**src/rtl/skolem_pkg.sv**
```systemverilog
// Shared types and helpers for the sequential arithmetic-shift Skolem
// witness generator.
package skolem_pkg;

    typedef enum logic [2:0] {
        IDLE,
        SHL,
        SHR,
        CMP,
        DONE
    } skolem_state_e;

    // min(s, lim) evaluated at full width so large s never aliases
    function automatic longint unsigned clamp_shift(
        input longint unsigned s,
        input longint unsigned lim
    );
        return (s > lim) ? lim : s;
    endfunction

endpackage

```
**src/rtl/bv_shift_step.sv**
```systemverilog
// One-bit shifter shared by the left-shift and arithmetic-right phases.
// dir = 0 shifts left with zero fill, dir = 1 shifts right replicating MSB.
module bv_shift_step #(
    parameter int W = 4
) (
    input  logic [W-1:0] din,
    input  logic         dir,
    output logic [W-1:0] dout
);

    assign dout = dir ? {din[W-1], din[W-1:1]}
                      : {din[W-2:0], 1'b0};

endmodule

```
**src/rtl/skolem_bvashr_seq.sv**
```systemverilog
// Sequential Skolem witness for x >>a s == t: x = t << min(s, W-1),
// then re-shifted arithmetically and compared against t for the SAT flag.
module skolem_bvashr_seq
    import skolem_pkg::*;
#(
    parameter int W = 4
) (
    input  logic         clk,
    input  logic         rst,
    input  logic         req_valid,
    output logic         req_ready,
    input  logic [W-1:0] req_s,
    input  logic [W-1:0] req_t,
    output logic         out_valid,
    input  logic         out_ready,
    output logic [W-1:0] out_x,
    output logic         out_sat,
    output logic         busy
);

    localparam int CW = $clog2(W);

    skolem_state_e state;
    skolem_state_e nxt;

    logic [CW-1:0] cnt;
    logic [CW-1:0] k_q;
    logic [CW-1:0] k_in;
    logic [W-1:0]  x_q;
    logic [W-1:0]  t_q;
    logic [W-1:0]  wit_q;
    logic          sat_q;
    logic [W-1:0]  x_sh;
    logic          accept;
    logic          last;

    assign k_in   = CW'(clamp_shift(64'(req_s), 64'(W - 1)));
    assign accept = req_valid & req_ready;
    assign last   = (cnt == CW'(1));

    bv_shift_step #(
        .W(W)
    ) u_step (
        .din (x_q),
        .dir (state == SHR),
        .dout(x_sh)
    );

    always_ff @(posedge clk or posedge rst) begin
        if (rst) begin
            state <= IDLE;
        end else begin
            state <= nxt;
        end
    end

    always_comb begin
        nxt = state;
        unique case (state)
            IDLE: begin
                if (accept) begin
                    nxt = (k_in != '0) ? SHL : CMP;
                end
            end
            SHL: begin
                if (last) nxt = SHR;
            end
            SHR: begin
                if (last) nxt = CMP;
            end
            CMP: begin
                nxt = DONE;
            end
            DONE: begin
                if (out_ready) nxt = IDLE;
            end
            default: nxt = IDLE;
        endcase
    end

    always_ff @(posedge clk or posedge rst) begin
        if (rst) begin
            cnt   <= '0;
            k_q   <= '0;
            x_q   <= '0;
            t_q   <= '0;
            wit_q <= '0;
            sat_q <= 1'b0;
        end else begin
            unique case (state)
                IDLE: begin
                    if (accept) begin
                        t_q <= req_t;
                        x_q <= req_t;
                        cnt <= k_in;
                        k_q <= k_in;
                    end
                end
                SHL: begin
                    x_q <= x_sh;
                    if (last) begin
                        wit_q <= x_sh;
                        cnt   <= k_q;
                    end else begin
                        cnt <= cnt - CW'(1);
                    end
                end
                SHR: begin
                    x_q <= x_sh;
                    if (cnt != '0) cnt <= cnt - CW'(1);
                end
                CMP: begin
                    sat_q <= (x_q == t_q);
                    if (k_q == '0) wit_q <= t_q;
                end
                default: ;
            endcase
        end
    end

    always_comb begin
        req_ready = (state == IDLE);
        busy      = (state != IDLE);
        out_valid = (state == DONE);
        out_x     = (state == DONE) ? wit_q : '0;
        out_sat   = (state == DONE) & sat_q;
    end

endmodule

```
**config.mk**
```make
export PLATFORM = sky130hd
export DESIGN_NAME = skolem_bvashr_seq
export DESIGN_NICKNAME = d
export VERILOG_FILES = /design/src/rtl/skolem_pkg.sv /design/src/rtl/bv_shift_step.sv /design/src/rtl/skolem_bvashr_seq.sv
export SDC_FILE = /design/constraint.sdc
export NUM_CORES = 1
export LEC_CHECK = 0
export ABC_AREA = 0
export ABC_CLOCK_PERIOD_IN_PS = 2110
export BUFFER_PORTS_ARGS = -buffer_cell sky130_fd_sc_hd__clkbuf_2
export CAP_MARGIN = 15
export CELL_PAD_IN_SITES_DETAIL_PLACEMENT = 1
export CELL_PAD_IN_SITES_GLOBAL_PLACEMENT = 1
export CORE_AREA = 4 4 79 44
export CTS_BUF_LIST = sky130_fd_sc_hd__clkbuf_4 sky130_fd_sc_hd__clkbuf_8
export DETAILED_ROUTE_END_ITERATION = 7
export DIE_AREA = 0 0 83 48
export GPL_TIMING_DRIVEN = 0
export HOLD_SLACK_MARGIN = 0.05
export PLACE_DENSITY_LB_ADDON = 0.1
export SYNTH_ARGS = -nofsm -noshare
export SYNTH_HDL_FRONTEND = slang
export SYNTH_SLANG_ARGS = --single-unit
```
**constraint.sdc**
```tcl
create_clock -name clk -period 2.11 [get_ports clk]
set_input_delay 0.422 -clock clk [delete_from_list [all_inputs] [get_ports clk]]
set_output_delay 0.422 -clock clk [all_outputs]
set_load 0.005 [all_outputs]
```
==> results of run 1 <==
-- flip-flops by register name, indices dropped and copies added (netlist names) --
register  flops
t_q           4
wit_q         4
x_q           4
state         3
cnt           2
k_q           2
sat_q         1
-- power by group through the flow --
stage | Sequential [W] | Clock, W | Combinational, W
CTS | 0.000766 | 0.000301 | 0.00127
global placement | 0.000754 | 0 | 0.00121
floorplan | 0.000701 | 0 | 0.000966
detailed placement | 0.000767 | 0 | 0.00125
finish | 0.000767 | 0.000292 | 0.00128
global route | 0.000794 | 0.000312 | 0.00142
-- per-layer routing --
| layer | vias to the layer above | wire length [µm] |
|---|---|---|
| met4 | 0 | 16 |
| met5 | - | 0 |
| li1 | 494 | - |
| met3 | 4 | 279 |
| met2 | 42 | 1390 |
| met1 | 521 | 1660 |
-- layout make-up --
cell class / count / area, µm²
well taps: 40 / 50.0
flip-flops and latches: 20 / 500
fillers: 342 / 1440
plain buffers: 6 / 40.0
clock buffers: 4 / 55.1
repair buffers: 19 / 95.1
inverters: 7 / 26.3
multi-input cells: 92 / 636
-- critical path, stage by stage, from the launching register on --
cell and delay, ns:
dfrtp_1 0.42, buf_4 0.19, buf_2 0.21, nor2_4 0.20, and3_1 0.19, clkbuf_2 0.11
-- path summary, 6_finish.rpt --
kind | slack (ns) | from | end | cells past startpoint
setup / recovery | 0.11 | state[0]$_DFFE_PP0P_ | out_x[1] | 5
hold reg to reg | 0.49 | sat_q$_DFFE_PP0P_ | sat_q$_DFFE_PP0P_ | 2
hold / removal | 0.29 | rst | state[0]$_DFFE_PP0P_ | 2
max in group asynchronous | 1.32 | rst | wit_q[3]$_DFFE_PP0P_ | 2
setup reg to reg | 0.47 | state[1]$_DFFE_PP0P_ | t_q[2]$_DFFE_PP0P_ | 5
min in group clk | 0.39 | out_ready | state[2]$_DFFE_PP0P_ | 2
-- stage by stage --
stage / worst slack, ns / hold slack (ns)
floorplan: 0.520 / 0.386
CTS: 0.0240 / 0.314
global route: 0.0198 / 0.350
global placement: 0.173 / 0.456
finish: 0.112 / 0.293
detailed placement: 0.173 / 0.472
-- cell usage in the layout (no fill, tap or decap), types with 3 or more instances in the layout --
cell type	instances
a21oi_1	7
and3_1	5
clkbuf_2	19
clkbuf_8	4
dfrtp_1	20
inv_1	6
mux2_2	4
mux2_4	3
mux2i_1	3
nand2_1	10
nand2b_1	5
nand3b_1	3
nor2_1	12
nor3_1	3
o21ai_0	8
xnor2_1	4
-- timing repair --
item | CTS | global route
setup endpoints to repair | 6 | 6
buffers inserted | 0 | 0
resized for setup | 1 | 1
cloned | 0 | 0
-- cells by family after synthesis --
family                     Yosys count
xor gates and xnor gates             4
adders and majority gates            2
DFF                                 20
buffers and inverters               13
and+or+nand+nor                     46
AOI/OAI and AO/OA                   30
muxes                               10
==> impl.org, run 1 <==
** Synthesis
- Of the post-synthesis cell area, the part taken by muxes is 0.101.
- Synthesized Nets :: 139
- Fraction of post-synthesis cell area in the top cell type by area :: 0.419
- Flip-flop and latch count after synthesis :: 20
- Combinational family with the most area after synthesis :: simple AND/OR/NAND/NOR gates
- Among all flip-flop cells after synthesis, the most frequent one is dfrtp_1.
- XOR/XNOR Fraction of Synth Area :: 0.0293
- Of the total synthesized cell area, the portion taken by full adders, half adders and majority gates is 0.0209.
- Synth area leaders :: dfrtp_1 42%, nor2_1 4.1%, mux2_2 3.8%
- Yosys printed 0 warnings.
- The complex-gate fraction of the synthesized area came to 0.178.
- Counting every instance in the synthesized netlist gives 125.
- After synthesis, the most frequently instantiated cells are 20 x dfrtp_1, 13 x nor2_1, 10 x nand2_1.
- Post-synth cell types :: 36
- dfrtp_1 is the most common cell in the netlist.
- The largest total area in the synthesized netlist belongs to dfrtp_1.
- A synthesized cell averages roughly 9.6 µm².
- Number of enable flip-flop cells after synthesis :: 0
- Of the synthesized area, sequential elements account for 0.419.
- Area of the mapped netlist :: 1190 µm²
- Simple logic cell fraction of the synthesized area :: 0.197
- Ys async rst share :: 1.00

** Route
- Detailed router's first-iteration violation count :: 45
- After detailed routing, the average wire length per cell comes to between 15 and 20 µm.
- For this run, the detailed router's first-pass iteration total came to 4.
- After detailed routing, the number of remaining DRC violations is 0.
- After detailed routing, the number of vias per cell comes to 5.64.
- Routed vias :: about 1100
- Sum of routed wire length over all layers :: 3.35 mm
- Post-DRT Antenna Nets :: 0

** Worst setup path
- The worst setup path is launched from a register.
- Data on the critical path arrives at its endpoint at around 1.6 ns.
- Type of the worst setup path :: register to output port
- Endpoint required time on the critical path :: 1.69 ns
- In this run the worst path has a maximum fanout of 10.
- Nature of the critical path endpoint :: output port

** Clock tree
- CTS Buf Count :: 3
- Max H-tree Level :: 1
- Maximum clock insertion buffer count :: 2
- Post-CTS Hold Buffers :: 0
- After clock tree synthesis, the clock-pin slew on the worst setup and hold paths is 0.07 ns.
- In this run the clock root is driven by a clkbuf_8.
- The clock net in this run drives a total of 20 sinks.
- At the later pin of the worst-skew pair, clock insertion delay measures around 0.26 ns.
- CTS tree :: done

** Die
- The floorplan has 14 rows.
- The initial utilization of the core area, before any placement, comes to 0.421.
- The die is approximately 48 µm tall.
- Core Area :: ~2800 µm²
- I/O pin count :: 20
- Area enclosed by the die boundary :: 3980 µm²
- The die is 83 µm wide.

** GRT
- Total routing resource utilization after global routing :: 0.181
- Met3 Usage GRT :: 0.0722
- Met2 capacity usage during global routing :: 0.285
- The via count of the first global-routing pass came to 1016.
- The initial antenna violation count was 0.
- GR Overflow Total :: 0
- Met1 track demand over resource in global routing :: 0.244
- In this run the most used layer during global routing was met2.
- Pin count of the biggest net entering global routing :: 21
- Global-route wire length before repair :: 5.38 mm

** STA
- Transition time at the pin with the least slew margin :: 0.811 ns
- Setup repair after global routing left no endpoint under its margin.
- Derived from the worst setup path, the maximum achievable clock frequency is approximately 500 MHz.
- Portion of the clock cycle consumed by the worst path in the final layout :: 0.947
- Final setup violation count :: 0
- The clock period could shrink to 2.00 ns.
- Measured against its own limit, the worst slew margin works out to 0.459.
- Max-slew violations :: 0
- Between clock sinks in the finished design, the worst skew comes to 0.00240 ns.
- Setup TNS Final :: 0 ns
- Final hold viol count :: 0

** Placement
- Placed instance area :: 1340 µm²
- Counting tap cells, the placed design contains a total of 184 instances.
- Input and output buffers added on the ports amount to 19.
- RePlAce Congestion :: 0.807
- Final HPWL from detailed placement :: between 2 and 3 mm

** Power
- Clock network fraction of total power :: 0.125
- Power dissipated by switching net loads :: between 0.001 and 0.0015 W
- Power density over the cells :: between 1500 and 2000 nW/µm²
- The worst-case IR drop observed on VDD is 0.510 mV.
- Of the total power, combinational logic draws 0.548.
- Of the total power, registers draw 0.327.
- Total power after layout :: roughly 0.0023 W
- Leakage power :: 0.649 nW
- Int Pwr :: roughly 0.0013 W
- Net switching share of the total power :: 0.429

** Flow run
- Max-cap violations in this run came to 0.

** Finish
- After the last flow step, the layout net total stands at roughly 160.
- Ant diodes :: 0
- Area grow syn2layout :: 17.4%
- Share of cells above drive strength 1 :: 0.270
- The finished cells cover between 1000 and 1500 µm².
- Post-layout utilization of the core :: 0.494
- The finished layout holds 188 standard cells, fillers aside.

** Min path
- Worst Hold Class :: input pin to async pin

** Run status
- The run finished with clean final reports.
No activity file was read; power rests on OpenSTA's default activity.
==> inputs of run 2 (changes only) <==
--- a/config.mk
+++ b/config.mk
@@ -6,15 +6,15 @@
 export NUM_CORES = 1
 export LEC_CHECK = 0
 export ABC_AREA = 0
-export ABC_CLOCK_PERIOD_IN_PS = 2110
+export ABC_CLOCK_PERIOD_IN_PS = 2300
 export BUFFER_PORTS_ARGS = -buffer_cell sky130_fd_sc_hd__clkbuf_2
 export CAP_MARGIN = 15
 export CELL_PAD_IN_SITES_DETAIL_PLACEMENT = 1
 export CELL_PAD_IN_SITES_GLOBAL_PLACEMENT = 1
-export CORE_AREA = 4 4 79 44
+export CORE_AREA = 4 4 78 44
 export CTS_BUF_LIST = sky130_fd_sc_hd__clkbuf_4 sky130_fd_sc_hd__clkbuf_8
 export DETAILED_ROUTE_END_ITERATION = 7
-export DIE_AREA = 0 0 83 48
+export DIE_AREA = 0 0 82 48
 export GPL_TIMING_DRIVEN = 0
 export HOLD_SLACK_MARGIN = 0.05
 export PLACE_DENSITY_LB_ADDON = 0.1
==> constraint.sdc (replaced) <==
create_clock -name clk -period 2.3 [get_ports clk]
set_input_delay 0.46 -clock clk [delete_from_list [all_inputs] [get_ports clk]]
set_output_delay 0.46 -clock clk [all_outputs]
set_load 0.005 [all_outputs]
==> impl.org, run 2 (synthesis gave the netlist of run 1 again) <==
** Min path
- In this run the worst hold path is classified as input pin to async pin.

** Worst setup path
- Type of the worst setup path :: register to output port
- The worst path required time was 1.84 ns (+0.15 ns).
- Depth of the worst register-to-register path :: 3 (-2)
- The worst setup path is launched from a register.
- The minimum setup slack among reg-to-reg paths was 0.61 ns (+0.14 ns).
- CP Data Arrival Time :: 1.68 ns (+0.10 ns)
- Largest fanout of any net on the critical path :: 10 (unchanged)
- Walking the worst path, the cells encountered are buf_4 -> buf_2 -> nor2_2 -> and3_1 -> clkbuf_2.
- The startpoint identified for the worst register-to-register timing path is state[2]$_DFFE_PP0P_.
- For this design, the slowest cell found on the critical path is dfrtp_1.
- Reg-to-reg critical path endpoint :: state[0]$_DFFE_PP0P_
- The worst setup path is captured at an output port.
- The highest cell delay on the worst timing path came to 0.42 ns (about the same).

** Power
- The portion of total power attributed to sequential cells is 0.327 (about the same).
- The static power due to leakage was 0.648 nW (-0.16%).
- Net switching share of the total power :: 0.430 (+0.00136)
- Clock network fraction of total power :: 0.129 (+0.004)
- The net switching power was 0.000924 W (-8.0%).
- The power density relative to cell area was 1540 nW/µm² (-8.0%).
- The combinational group share of total power came to 0.544 (-0.004).
- The maximum vdd ir drop was 0.709 mV (+39%).
- Int Pwr :: 0.00122 W (-8.6%)

** GRT
- The total routing resource utilization after global routing is 0.195 (+0.0139).
- Pin count of the biggest net entering global routing :: 21 (unchanged)
- Global-route wire length before repair :: 5.48 mm (+1.8%)
- The total global routing overflow came to 0 (unchanged).
- Number of global-route vias before repair :: 1056 (+3.9%)
- Initial antenna violation count :: 0 (unchanged)

** Finish
- Share of cells above drive strength 1 :: 0.270 (unchanged)
- Most frequent cells in the layout :: 20 x dfrtp_1, 19 x clkbuf_2, 12 x nor2_1
- Layout Nets :: 163 (unchanged)
- The antenna cell count came to 0 (unchanged).
- The largest registers in the layout are t_q x4, wit_q x4, x_q x4.
- Fill cell count :: 333 (-2.6%)
- Leaving out fill and tap cells, the most frequent cell in the layout is dfrtp_1.
- The core utilization of the finished layout is 0.499 (+0.00439).
- Area grow syn2layout :: 17.0%

** STA
- Worst Clk Skew :: 0.00577 ns (+0.00337 ns)
- The routed design could run at a clock period as short as 2.14 ns.
- Final setup violation count :: 0 (unchanged)
- Of the available clock period, the critical path in the final layout requires 0.933.
- The normalized max-slew margin was 0.440 (-0.0187).
- The setup TNS came to 0 ns (unchanged).
- Final hold viol count :: 0 (unchanged)
- Max Clock Freq :: 466 MHz
- Max-slew violations :: 0 (unchanged)
- RSZ-0062 raised after global routing :: no
- The measured slew at the worst slew-check pin is 0.839 ns (+0.0280 ns).

** Clock tree
- The number of sinks on the clock net was 20 (unchanged).
- CTS tree :: done
- Maximum clock insertion buffer count :: 2 (unchanged)
- Max H-tree Level :: 1 (unchanged)
- Setup fix buffers added after clock tree synthesis :: 0 (unchanged)
- The clock-pin transition on the worst setup and hold timing paths came to 0.08 ns (about the same).
- The number of buffers added by the clock tree synthesis step is 3 (unchanged).
- Root Buffer Master :: clkbuf_8
- The clock network latency to the later pin of the worst-skew pair is 0.26 ns (about the same).

** Die
- The vertical extent of the die came to 48 µm (unchanged).
- Core Area :: 2800 µm² (-1.2%)
- The full die area was 3940 µm² (-1.2%).
- Die extent in x :: 82 µm (-1.2%)
- The placement row count was 14 (unchanged).
- The top-level port count is 20 (unchanged).
- Initial standard-cell utilization of the core :: 0.426 (+0.00526)

** Route
- The average routed wire per standard cell was 17.8 µm (about the same).
- Number of detailed-route iterations in the first pass :: 4 (unchanged)
- Detailed-route vias per instance :: 5.42 (-4.0%)
- The detailed-route via count came to 1019 (-4.0%).
- The total detailed-routing wirelength was 3.35 mm (about the same).
- Post-route DRC violation count :: 0 (unchanged)
- Detailed router's first-iteration violation count :: 72 (+60%)
- Post-DRT Antenna Nets :: 0 (unchanged)

** Run status
- The run finished with clean final reports.

** Placement
- RePlAce Congestion :: 0.858 (+6.4%)
- The total of buffers placed on input and output ports is 19 (unchanged).
- The HPWL reported at the end of detailed placement is 2.54 mm (-0.81%).

** Flow run
- Max Cap Violations :: 0 (unchanged)
run 2: cell counts in the layout (fill, tap and decap cells not counted):
No cell type changed its count.
run 2: per-layer routing:
layer / global-route usage / up-vias / wire, µm / share of wire
met3: 0.0489 / 6 / 158 / 0.047
met1: 0.282 / 494 / 1780 / 0.53
met4: 0.0464 / 0 / 40 / 0.012
met5: 0 / - / 0 / 0
li1: - / 493 / - / -
met2: 0.294 / 26 / 1370 / 0.41
run 2: worst max-delay path by stage:
stage | from | endpoint | slack [ns] | cells after the start
floorplan | state[0]$_DFFE_PP0P_ | out_sat | 0.67 | 4
global placement | state[0]$_DFFE_PP0P_ | out_x[1] | 0.34 | 5
detailed placement | state[0]$_DFFE_PP0P_ | out_valid | 0.34 | 6
CTS | state[0]$_DFFE_PP0P_ | out_x[0] | 0.03 | 5
global route | state[0]$_DFFE_PP0P_ | out_valid | 0.008 | 6
finish | state[0]$_DFFE_PP0P_ | out_x[0] | 0.16 | 5
run 2: metrics by stage:
stage          setup WS, ns  instance area, µm²  total power (W)  hold WS (ns)  instances
4_1_cts              0.0258                1400          0.00215         0.360        188
6_report              0.155                1400          0.00215         0.336        188
3_3_place_gp          0.338                1340          0.00179         0.457        184
5_1_grt             0.00831                1400          0.00232         0.384        188
3_5_place_dp          0.341                1340          0.00185         0.468        184
2_1_floorplan         0.672                1190          0.00153         0.424        125
run 2: power groups by stage:
stage / Combinational, W / Clock (W) / Sequential [W]
2_1_floorplan: 0.000886 / 0 / 0.000643
3_3_place_gp: 0.00110 / 0 / 0.000689
3_5_place_dp: 0.00115 / 0 / 0.000702
4_1_cts: 0.00116 / 0.000284 / 0.000699
5_1_grt: 0.00128 / 0.000305 / 0.000729
6_report: 0.00117 / 0.000277 / 0.000702
run 2: layout make-up:
type	count	area, µm²	share of cell area
sequential	20	500	0.358
tap	40	50.0	0.0358
buffer	6	40.0	0.0286
multi-input combinational	92	631	0.451
inverter	7	26.3	0.0188
timing repair buffer	19	95.1	0.0680
clock buffer	4	55.1	0.0394
run 2: repair_timing:
item | 4_1_cts | 5_1_grt
hold buffers | 0 | 0
resized for setup | 0 | 1
setup endpoints to repair | 0 | 6
run 2: worst max-delay path, delay by kind of cell, from the launching register on:
kind / cells / cell delay (ns)
buf+inv: 3 / 0.51
flops: 1 / 0.42
simple gates: 2 / 0.48
